**src/rtl/reco_pkg.sv**
```systemverilog
// -----------------------------------------------------------------------------
// reco_pkg
//   Shared definitions for the recommendation dot-product stage.
//   - Default parameter values for the stage (widths, lanes, vector length)
//   - BEATS / PROD_W derived from those defaults
//   - Helper functions to derive beat count, product width and beat-counter
//     width from arbitrary parameter values
//   - A sign-extension helper used by the adder tree
// -----------------------------------------------------------------------------
package reco_pkg;

    localparam int BITWIDTH_DEF       = 32;
    localparam int INPUT_BITWIDTH_DEF = 16;
    localparam int LANES_DEF          = 4;
    localparam int VEC_LEN_DEF        = 16;

    // Beats per vector and full-precision product width for the defaults.
    localparam int BEATS  = VEC_LEN_DEF / LANES_DEF;
    localparam int PROD_W = 2 * INPUT_BITWIDTH_DEF;

    // Working width of the sign-extension helper. Products and results are
    // assumed to fit in this many bits.
    localparam int SEXT_W = 64;

    function automatic int beats_of(input int vec_len, input int lanes);
        return vec_len / lanes;
    endfunction

    function automatic int prod_w_of(input int in_w);
        return 2 * in_w;
    endfunction

    // A single-beat vector still needs a one-bit counter so the port widths
    // never collapse to zero.
    function automatic int cnt_w_of(input int beats);
        return (beats > 1) ? $clog2(beats) : 1;
    endfunction

    // Replicate bit from_w-1 of v into every bit above it.
    function automatic logic [SEXT_W-1:0] sext(input logic [SEXT_W-1:0] v,
                                               input int                from_w);
        logic [SEXT_W-1:0] r;
        r = v;
        for (int b = 0; b < SEXT_W; b++) begin
            if (b >= from_w) begin
                r[b] = v[from_w-1];
            end
        end
        return r;
    endfunction

endpackage

```
**src/rtl/add_tree_reco.sv**
```systemverilog
// -----------------------------------------------------------------------------
// add_tree_reco
//   Combinational signed adder tree. Sign-extends LANES products of IN_W bits
//   to OUT_W bits and reduces them pairwise to a single OUT_W-bit sum.
//   The sum wraps modulo 2^OUT_W.
// Ports
//   prods  in   LANES*IN_W  packed signed products, lane i = [i*IN_W +: IN_W]
//   sum    out  OUT_W       two's complement sum of all lanes
// -----------------------------------------------------------------------------
module add_tree_reco
    import reco_pkg::*;
#(
    parameter int LANES = 4,
    parameter int IN_W  = 32,
    parameter int OUT_W = 32
) (
    input  logic [LANES*IN_W-1:0] prods,
    output logic [OUT_W-1:0]      sum
);

    // Tree is built over a power-of-two leaf count; unused leaves are zero.
    localparam int LEAVES = (LANES > 1) ? (2 ** $clog2(LANES)) : 1;
    localparam int NODES  = 2 * LEAVES - 1;

    // Heap layout: node 0 is the root, children of node k are 2k+1 and 2k+2,
    // leaves occupy LEAVES-1 .. NODES-1.
    logic [OUT_W-1:0] node [NODES];

    generate
        for (genvar gi = 0; gi < LEAVES; gi++) begin : g_leaf
            if (gi < LANES) begin : g_used
                assign node[LEAVES-1+gi] =
                    OUT_W'(sext(SEXT_W'(prods[gi*IN_W +: IN_W]), IN_W));
            end else begin : g_pad
                assign node[LEAVES-1+gi] = '0;
            end
        end

        for (genvar gi = 0; gi < LEAVES - 1; gi++) begin : g_node
            assign node[gi] = node[2*gi+1] + node[2*gi+2];
        end
    endgenerate

    assign sum = node[0];

endmodule

```
**src/rtl/dot_reco_stage.sv**
```systemverilog
// -----------------------------------------------------------------------------
// dot_reco_stage
//   Streaming dot-product stage. A vector of VEC_LEN signed feature/weight
//   pairs arrives as VEC_LEN/LANES beats of LANES pairs. Each beat is
//   multiplied lane-wise (stage P1), reduced by an adder tree and accumulated
//   (stage P2). When the last beat of a vector leaves P2 the vector sum is
//   loaded into the output register and offered on a valid/ready handshake.
//   A result is visible two cycles after its last beat is accepted; vectors
//   stream back to back without bubbles.
// Ports
//   clk        in   1                    rising-edge clock
//   rst        in   1                    synchronous reset, active low
//   in_valid   in   1                    beat present on in_x / in_w
//   in_ready   out  1                    stage accepts a beat this cycle
//   in_x       in   LANES*inputBitwidth  signed features, lane i at [i*iw +: iw]
//   in_w       in   LANES*inputBitwidth  signed weights, same packing
//   out_valid  out  1                    data_out holds a completed vector sum
//   out_ready  in   1                    consumer takes data_out this cycle
//   data_out   out  bitwidth             signed dot product (wraps mod 2^bitwidth)
// -----------------------------------------------------------------------------
module dot_reco_stage
    import reco_pkg::*;
#(
    parameter int bitwidth      = BITWIDTH_DEF,
    parameter int inputBitwidth = INPUT_BITWIDTH_DEF,
    parameter int LANES         = LANES_DEF,
    parameter int VEC_LEN       = VEC_LEN_DEF
) (
    input  logic                           clk,
    input  logic                           rst,
    input  logic                           in_valid,
    output logic                           in_ready,
    input  logic [LANES*inputBitwidth-1:0] in_x,
    input  logic [LANES*inputBitwidth-1:0] in_w,
    output logic                           out_valid,
    input  logic                           out_ready,
    output logic [bitwidth-1:0]            data_out
);

    localparam int N_BEATS   = beats_of(VEC_LEN, LANES);
    localparam int PROD_BITS = prod_w_of(inputBitwidth);
    localparam int CNT_W     = cnt_w_of(N_BEATS);

    localparam logic [CNT_W-1:0] LAST_CNT = CNT_W'(N_BEATS - 1);

    // Handshake / control
    logic                       stall;
    logic                       accept;
    logic                       first_beat;
    logic                       last_beat;
    logic [CNT_W-1:0]           beat_cnt_reg;

    // P1: registered lane products with their position tags
    logic [LANES*PROD_BITS-1:0] prod_flat;
    logic [LANES*PROD_BITS-1:0] p1_prod_reg;
    logic                       p1_valid_reg;
    logic                       p1_first_reg;
    logic                       p1_last_reg;

    // P2: reduction, accumulation and output register
    logic [bitwidth-1:0]        beat_sum;
    logic [bitwidth-1:0]        vec_sum_next;
    logic [bitwidth-1:0]        acc_reg;
    logic [bitwidth-1:0]        data_out_reg;
    logic                       out_valid_reg;
    logic                       load_result;

    // A held result that the consumer is not taking freezes the whole pipe.
    // in_ready is deliberately combinational so a take and a new beat can
    // happen on the same edge.
    assign stall    = out_valid_reg && !out_ready;
    assign in_ready = !stall;
    assign accept   = in_valid && in_ready;

    assign first_beat = (beat_cnt_reg == '0);
    assign last_beat  = (beat_cnt_reg == LAST_CNT);

    // ------------------------------------------------------------------
    // Lane multipliers: signed iw x iw -> 2*iw, full precision.
    // ------------------------------------------------------------------
    generate
        for (genvar gi = 0; gi < LANES; gi++) begin : g_mul
            logic signed [inputBitwidth-1:0] x_lane;
            logic signed [inputBitwidth-1:0] w_lane;
            logic signed [PROD_BITS-1:0]     p_lane;

            assign x_lane = in_x[gi*inputBitwidth +: inputBitwidth];
            assign w_lane = in_w[gi*inputBitwidth +: inputBitwidth];
            assign p_lane = x_lane * w_lane;
            assign prod_flat[gi*PROD_BITS +: PROD_BITS] = p_lane;
        end
    endgenerate

    // ------------------------------------------------------------------
    // Reduction of the P1 products to one beat sum.
    // ------------------------------------------------------------------
    add_tree_reco #(
        .LANES (LANES),
        .IN_W  (PROD_BITS),
        .OUT_W (bitwidth)
    ) u_add_tree (
        .prods (p1_prod_reg),
        .sum   (beat_sum)
    );

    // The first beat of a vector starts a fresh sum instead of adding to acc,
    // so acc never has to be cleared between vectors on the critical path.
    assign vec_sum_next = p1_first_reg ? beat_sum : (acc_reg + beat_sum);

    assign load_result = !stall && p1_valid_reg && p1_last_reg;

    // ------------------------------------------------------------------
    // Sequential state
    // ------------------------------------------------------------------
    always_ff @(posedge clk) begin
        if (!rst) begin
            beat_cnt_reg  <= '0;
            p1_prod_reg   <= '0;
            p1_valid_reg  <= 1'b0;
            p1_first_reg  <= 1'b0;
            p1_last_reg   <= 1'b0;
            acc_reg       <= '0;
            data_out_reg  <= '0;
            out_valid_reg <= 1'b0;
        end else begin
            // Beat position only advances on accepted beats, so idle cycles
            // inside a vector leave the count where it is.
            if (accept) begin
                beat_cnt_reg <= last_beat ? '0 : (beat_cnt_reg + CNT_W'(1));
            end

            if (!stall) begin
                p1_valid_reg <= accept;
                if (accept) begin
                    p1_prod_reg  <= prod_flat;
                    p1_first_reg <= first_beat;
                    p1_last_reg  <= last_beat;
                end

                if (p1_valid_reg) begin
                    acc_reg <= p1_last_reg ? '0 : vec_sum_next;
                end
            end

            // A new result may load on the same edge the old one is taken,
            // in which case out_valid simply stays high.
            if (load_result) begin
                data_out_reg  <= vec_sum_next;
                out_valid_reg <= 1'b1;
            end else if (out_ready) begin
                out_valid_reg <= 1'b0;
            end
        end
    end

    assign out_valid = out_valid_reg;
    assign data_out  = data_out_reg;

endmodule

```
**config.mk**
```make
export PLATFORM = sky130hd
export DESIGN_NAME = dot_reco_stage
export DESIGN_NICKNAME = d
export VERILOG_FILES = /design/src/rtl/reco_pkg.sv /design/src/rtl/add_tree_reco.sv /design/src/rtl/dot_reco_stage.sv
export SDC_FILE = /design/constraint.sdc
export NUM_CORES = 2
export LEC_CHECK = 0
export ABC_CLOCK_PERIOD_IN_PS = 7900
export CAP_MARGIN = 15
export CORE_ASPECT_RATIO = 1.75
export CORE_MARGIN = 2
export CORE_UTILIZATION = 59
export DETAILED_ROUTE_END_ITERATION = 10
export PLACE_DENSITY = 0.8
export SETUP_SLACK_MARGIN = 0.02
export SLEW_MARGIN = 0
export SYNTH_ARGS = -nofsm -noshare
export SYNTH_HDL_FRONTEND = slang
export SYNTH_SLANG_ARGS = --single-unit
```
**constraint.sdc**
```tcl
create_clock -name clk -period 7.9 [get_ports clk]
set_input_delay 2.37 -clock clk [delete_from_list [all_inputs] [get_ports clk]]
set_output_delay 2.37 -clock clk [all_outputs]
set_load 0.005 [all_outputs]
```
Yosys cells after proc, flatten, opt, wreduce, memory -nomap -nowiden
Cells that the tools add are included.
{"block": "op_classes", "n_addsub": 5, "bitwise_logic": 1, "mux": 5, "reduce_logical": 10, "n_eq_ne": 1, "multipliers": 4}
{"cell": "adder 32 bit", "count": 4}
{"cell": "multiplier 16 x 16 -> 32 bit", "count": 4}
{"cell": "2-to-1 mux 32 bit", "count": 2}
{"cell": "logical AND 1 bit", "count": 4}
{"cell": "AND reduction 2 bit", "count": 2}
{"cell": "adder 2 x 1 -> 2 bit (second input constant)", "count": 1}
{"cell": "equality test 2 bit (second input constant)", "count": 1}
{"cell": "zero test 1 bit", "count": 2}
{"cell": "zero test 2 bit", "count": 1}
{"cell": "2-to-1 mux 1 bit", "count": 2}
{"cell": "2-to-1 mux 2 bit", "count": 1}
{"cell": "nonzero test 2 bit", "count": 1}
{"cell": "inverter 1 bit", "count": 1}
{"block": "totals", "register_bits": 198, "inputBits": 132, "elab_cells": 34, "output_inout_bits": 34}

Logic depth before layout (Yosys ltp)
{"block": "logic_depth", "depth_word": 6, "ltp_mapped": 26, "ltp_nobuf": 26}

Cells and area by module
From an unflattened synthesis, not the netlist that was laid out.
{"block": "unflattened", "cells_unflattened": 5834, "hier_area_um2": 51105.3}
{"mod": "dot_reco_stage", "seq_area_each_um2": 3963.8, "cells_per_inst": 5383, "area_per_inst_um2": 47670.7, "n_inst": 1}
{"mod": "add_tree_reco", "seq_area_each_um2": 0.0, "cells_per_inst": 451, "area_per_inst_um2": 3434.5, "n_inst": 1}

Worst setup path after synthesis
Ideal clock, no wire load.
{"block": "synth_timing", "path_type": "input port to flip-flop", "startpoint": "in in_w[33]", "endpoint": "reg p1_prod_reg[94]", "arrival_time_ps": 8060, "slack_ps": -288, "required_ps": 7772, "path_stages": 22, "path_buffers": 1, "setup_ps": 128, "cell_sequence": "clkbuf_1 > nand2_1 > inv_1 > fa_1 > fa_1 > fa_1 > fa_1 > fa_1 > inv_1 > fa_1 > inv_1 > ha_1 > a21o_1 > a21o_1 > a21o_1 > a221oi_1 > a21bo_2 > a21boi_0 > o21ai_0 > a31oi_1 > xor2_1 > o21ai_0"}
{"block": "synth_via", "elab_chain_cells": 1}
{"element": "from (decl)", "line_no": "dot_reco_stage.sv:34", "text": "input logic [LANES*inputBitwidth-1:0] in_w,"}
{"element": "multiplier 16 x 16 -> 32 bit", "line_no": "dot_reco_stage.sv:89", "text": "assign p_lane = x_lane * w_lane;"}
{"element": "to (signal assigned)", "line_no": "dot_reco_stage.sv:135", "text": "p1_prod_reg <= prod_flat;"}
{"element": "to (decl)", "line_no": "dot_reco_stage.sv:55", "text": "logic [LANES*PROD_BITS-1:0] p1_prod_reg;"}
No other way between the ends.
A chain may end at the register's enable or synchronous reset.

Worst setup path in the final report
{"block": "layout_timing", "startpoint": "in in_x[55]", "endpoint": "reg p1_prod_reg[119]"}
{"block": "layout_via", "elab_chain_cells": 1}
{"element": "from (decl)", "line_no": "dot_reco_stage.sv:33", "text": "input logic [LANES*inputBitwidth-1:0] in_x,"}
{"element": "multiplier 16 x 16 -> 32 bit", "line_no": "dot_reco_stage.sv:89"}
No other way between the ends.

==> impl_results.md <==
- Crit-path leading delay family: adder cells
- Ys async rst share: 0%
- Worst min path class: flop to flop
- CTS root buf: clkbuf_16
- Clock Path Buffers: 2
- Startpoint types: input pin
- FF-to-FF setup slack: 1330 ps
- Crit. End Element: flop
- Post-synthesis area per instance: 8.83 um^2
- Wire per inst: 18.7 um
- Setup CP Type: input pin to flop
- Maximum clock rate: 128 MHz
- RR Startpoint: p1_prod_reg[65]
- Final hold viol count: 0
- GRT Total Usage: 32.7%
- Layout cell share with drive strength beyond 1: 18.1%
- Slowest-stage cell, CP: fa_1
- Num ports: 166
- Largest net degree at the start of global routing: 64
- First-pass GRT wire length: 228 mm
- CP dominant cell by count: fa_1
- Num Clock Sinks: 198
- Pre-antenna DRT Iters: 7
- Post-synth top flop: dfxtp_1
- Chip width: 226 um
- Vias: 42,028
- Most frequent cells in the layout: inv_1 (1,263), fa_1 (1,041), nand2_1 (738)
- CTS tree: done
- Final GP Congestion: 0.995
- H-tree depth: 4
- Clock-pin transition on the worst setup and hold timing paths: 90 ps
- Yosys cell types: 77
- Final nets: 8,112
- Commonest non-fill, non-tap cell in the layout: inv_1
- CP Buf/Inv Count: 4
- Slew HR: 31.0%
- Reg2reg end: acc_reg[28]
- Synth Warn #: 0
- Initial antenna violation count: 0
- CP arrival: 8140 ps
- CTS Buf Count: 17
- Post-synthesis cell count: 5,748
- Fin util: 71.3%
- Worst Max-Slew Pin Slew: 1030 ps
- Ant. Diodes: 0
- Dpl hpwl: 118 mm
- Drc violations: 0
- CTS Hold Bufs: 0
- PortBufs: 165
- Vias in the first global route: 47,053
- CP Max Fanout: 5
- Initial Utilization: 59.4%
- Number of synthesized flops with an enable pin: 0
- Post-DRT Antenna Nets: 0
- Chip Height: 392 um
- Reg2reg path depth: 24
- Max reg flops: 128
- Fin crit share: 98.8%
- 1st-iter DRT viols: 2,557
- Clk_lat worst skew: 470 ps
- Crit. Startpoint: in_x[55]
- CP Capture Point: p1_prod_reg[119]
- Post-Syn Area: 50,800 um^2
- Delay of the slowest critical-path stage: 580 ps
- Count of final setup violators: 0
- RSZ-0062 raised after global routing: true
- Mapped Nets: 7,386
- CP required: 8230 ps
- Core area: 85,500 um^2
- GRT overflow: 0
- Critical-path cell list: buf_2 > and2_4 > fa_1 > inv_2 > fa_1 > fa_1 > fa_1 > inv_2 > fa_1 > fa_1 > ha_1 > a21o_1 > a31o_4 > a2111oi_4 > a21o_1 > o21ai_2 > a21o_1 > a21oi_2 > xor2_1 > buf_4 > o21ai_0
- Shortest period the worst path allows: 7810 ps
- CP Depth: 21
- Max cap viols: 0
- Final WL: 143 mm
- Skew final: 15.1 ps
- Area grow syn2layout: 20.1%
- Pins over their slew limit: 0
- Row Count: 142
- Status: finished, final reports clean
- Yosys reg bits: 198
- Die ar.: 88,500 um^2
- Via density per instance: 5.50
- Fillers: 6,102
- Sequential area share after synthesis: 7.81%
[area by class of cell]
| type | instances | area (um^2) | area share [%] |
|---|---|---|---|
| clock buffers | 17 | 425 | 0.698 |
| repair buffers | 910 | 7600 | 12.5 |
| inverters | 1310 | 4930 | 8.08 |
| well taps | 1152 | 1440 | 2.36 |
| flip-flops and latches | 198 | 3960 | 6.50 |
| multi-input cells | 4037 | 42400 | 69.5 |
| clock inverters | 15 | 218 | 0.357 |
[layer usage]
| metal | GRT usage [%] | part of all wire [%] | vias up | routed length (um) |
|---|---|---|---|---|
| met1 | 33.9 | 33 | 20961 | 47100 |
| met4 | 23.3 | 8.9 | 0 | 12800 |
| li1 | - | - | 18758 | - |
| met3 | 3.35 | 5.0 | 747 | 7120 |
| met2 | 60.9 | 53 | 1562 | 76000 |
| met5 | 0 | 0 | - | 0 |
[how the worst min path moves through the flow]
stage                     start          endpoint  depth (start not counted)
5_1_grt         p1_prod_reg[39]   p1_prod_reg[39]                          2
6_report        p1_prod_reg[44]   p1_prod_reg[44]                          2
4_1_cts         p1_prod_reg[14]   p1_prod_reg[14]                          2
3_5_place_dp    p1_prod_reg[14]   p1_prod_reg[14]                          2
2_1_floorplan  p1_prod_reg[119]  p1_prod_reg[119]                          2
3_3_place_gp    p1_prod_reg[70]   p1_prod_reg[70]                          2
[worst register-to-register path: cells and delay by family (launching register included)]
kind,cells,cell delay (ps)
AO/OA/AOI/OAI,10,2430
buffers and inverters,3,250
adder cells (fa/ha/maj),5,2060
XOR/XNOR,1,180
flip-flops,1,340
AND/OR/NAND/NOR,5,1190
[synthesized netlist by cell type (4+ instances only)]
master	instances	area share (%)
inv_1	1309	9.7
fa_1	1111	44
nand2_1	759	5.6
and2_1	496	6.1
ha_1	395	9.7
a21oi_1	251	2.5
dfxtp_1	198	7.8
nor2_1	196	1.4
clkbuf_1	194	1.4
o21ai_0	143	1.4
xnor2_1	138	2.4
a21o_1	78	1.2
xor2_1	54	0.93
nand3_1	38	0.37
nor3_1	38	0.37
nand2b_1	37	0.46
a211oi_1	32	0.47
o21a_1	27	0.40
o21bai_1	25	0.37
a31oi_1	17	0.21
and3_1	13	0.16
nand4_1	12	0.15
nor2b_1	12	0.15
or3_1	12	0.15
mux2i_1	11	0.22
o211ai_1	10	0.15
a22oi_1	9	0.13
buf_1	9	0.067
o31ai_1	8	0.12
a2111oi_0	6	0.10
a211o_1	6	0.10
a22o_1	6	0.10
or2_2	6	0.074
a21boi_0	5	0.074
o22ai_1	5	0.062
a211oi_2	4	0.099
a221o_1	4	0.079
a311oi_1	4	0.069
o2111ai_1	4	0.069
o211a_1	4	0.079
o21ai_1	4	0.039
[what timing repair did]
action,4_1_cts,5_1_grt
cloned,13,8
hold endpoints to repair,0,0
buffers inserted,53,45
pin swaps,189,257
resized for setup,308,448
setup endpoints to repair,52,51
[per-stage QoR]
stage | std cells | setup slack, ps | hold WS [ps] | setup TNS, ps | instance area, um^2
final | 7639 | 91.7 | 456 | 0 | 61000
after global routing | 7639 | -109 | 473 | -843 | 61000
after CTS | 7589 | 14.5 | 457 | 0 | 59900
after detailed placement | 7491 | -1060 | 446 | -41590 | 58100
after global placement | 7491 | -756 | 439 | -34240 | 58100
after floorplan | 5748 | 3.55 | 425 | 0 | 50900
[cells by family (layout without fill, tap and decap cells)]
logic type,Yosys count,after routing,synth area share [%]
multiplexers,13,13,0.261
flip-flops,198,198,7.81
AND/OR/NAND/NOR,1629,1629,15.2
AO/OA/AOI/OAI,697,697,8.70
XOR/XNOR,192,192,3.31
adder cells (fa/ha/maj),1506,1506,53.5
buffers and inverters,1513,2252,11.2
Power is not shown: default switching activity piles up to over one toggle a cycle in this logic, so the estimate is an artifact.
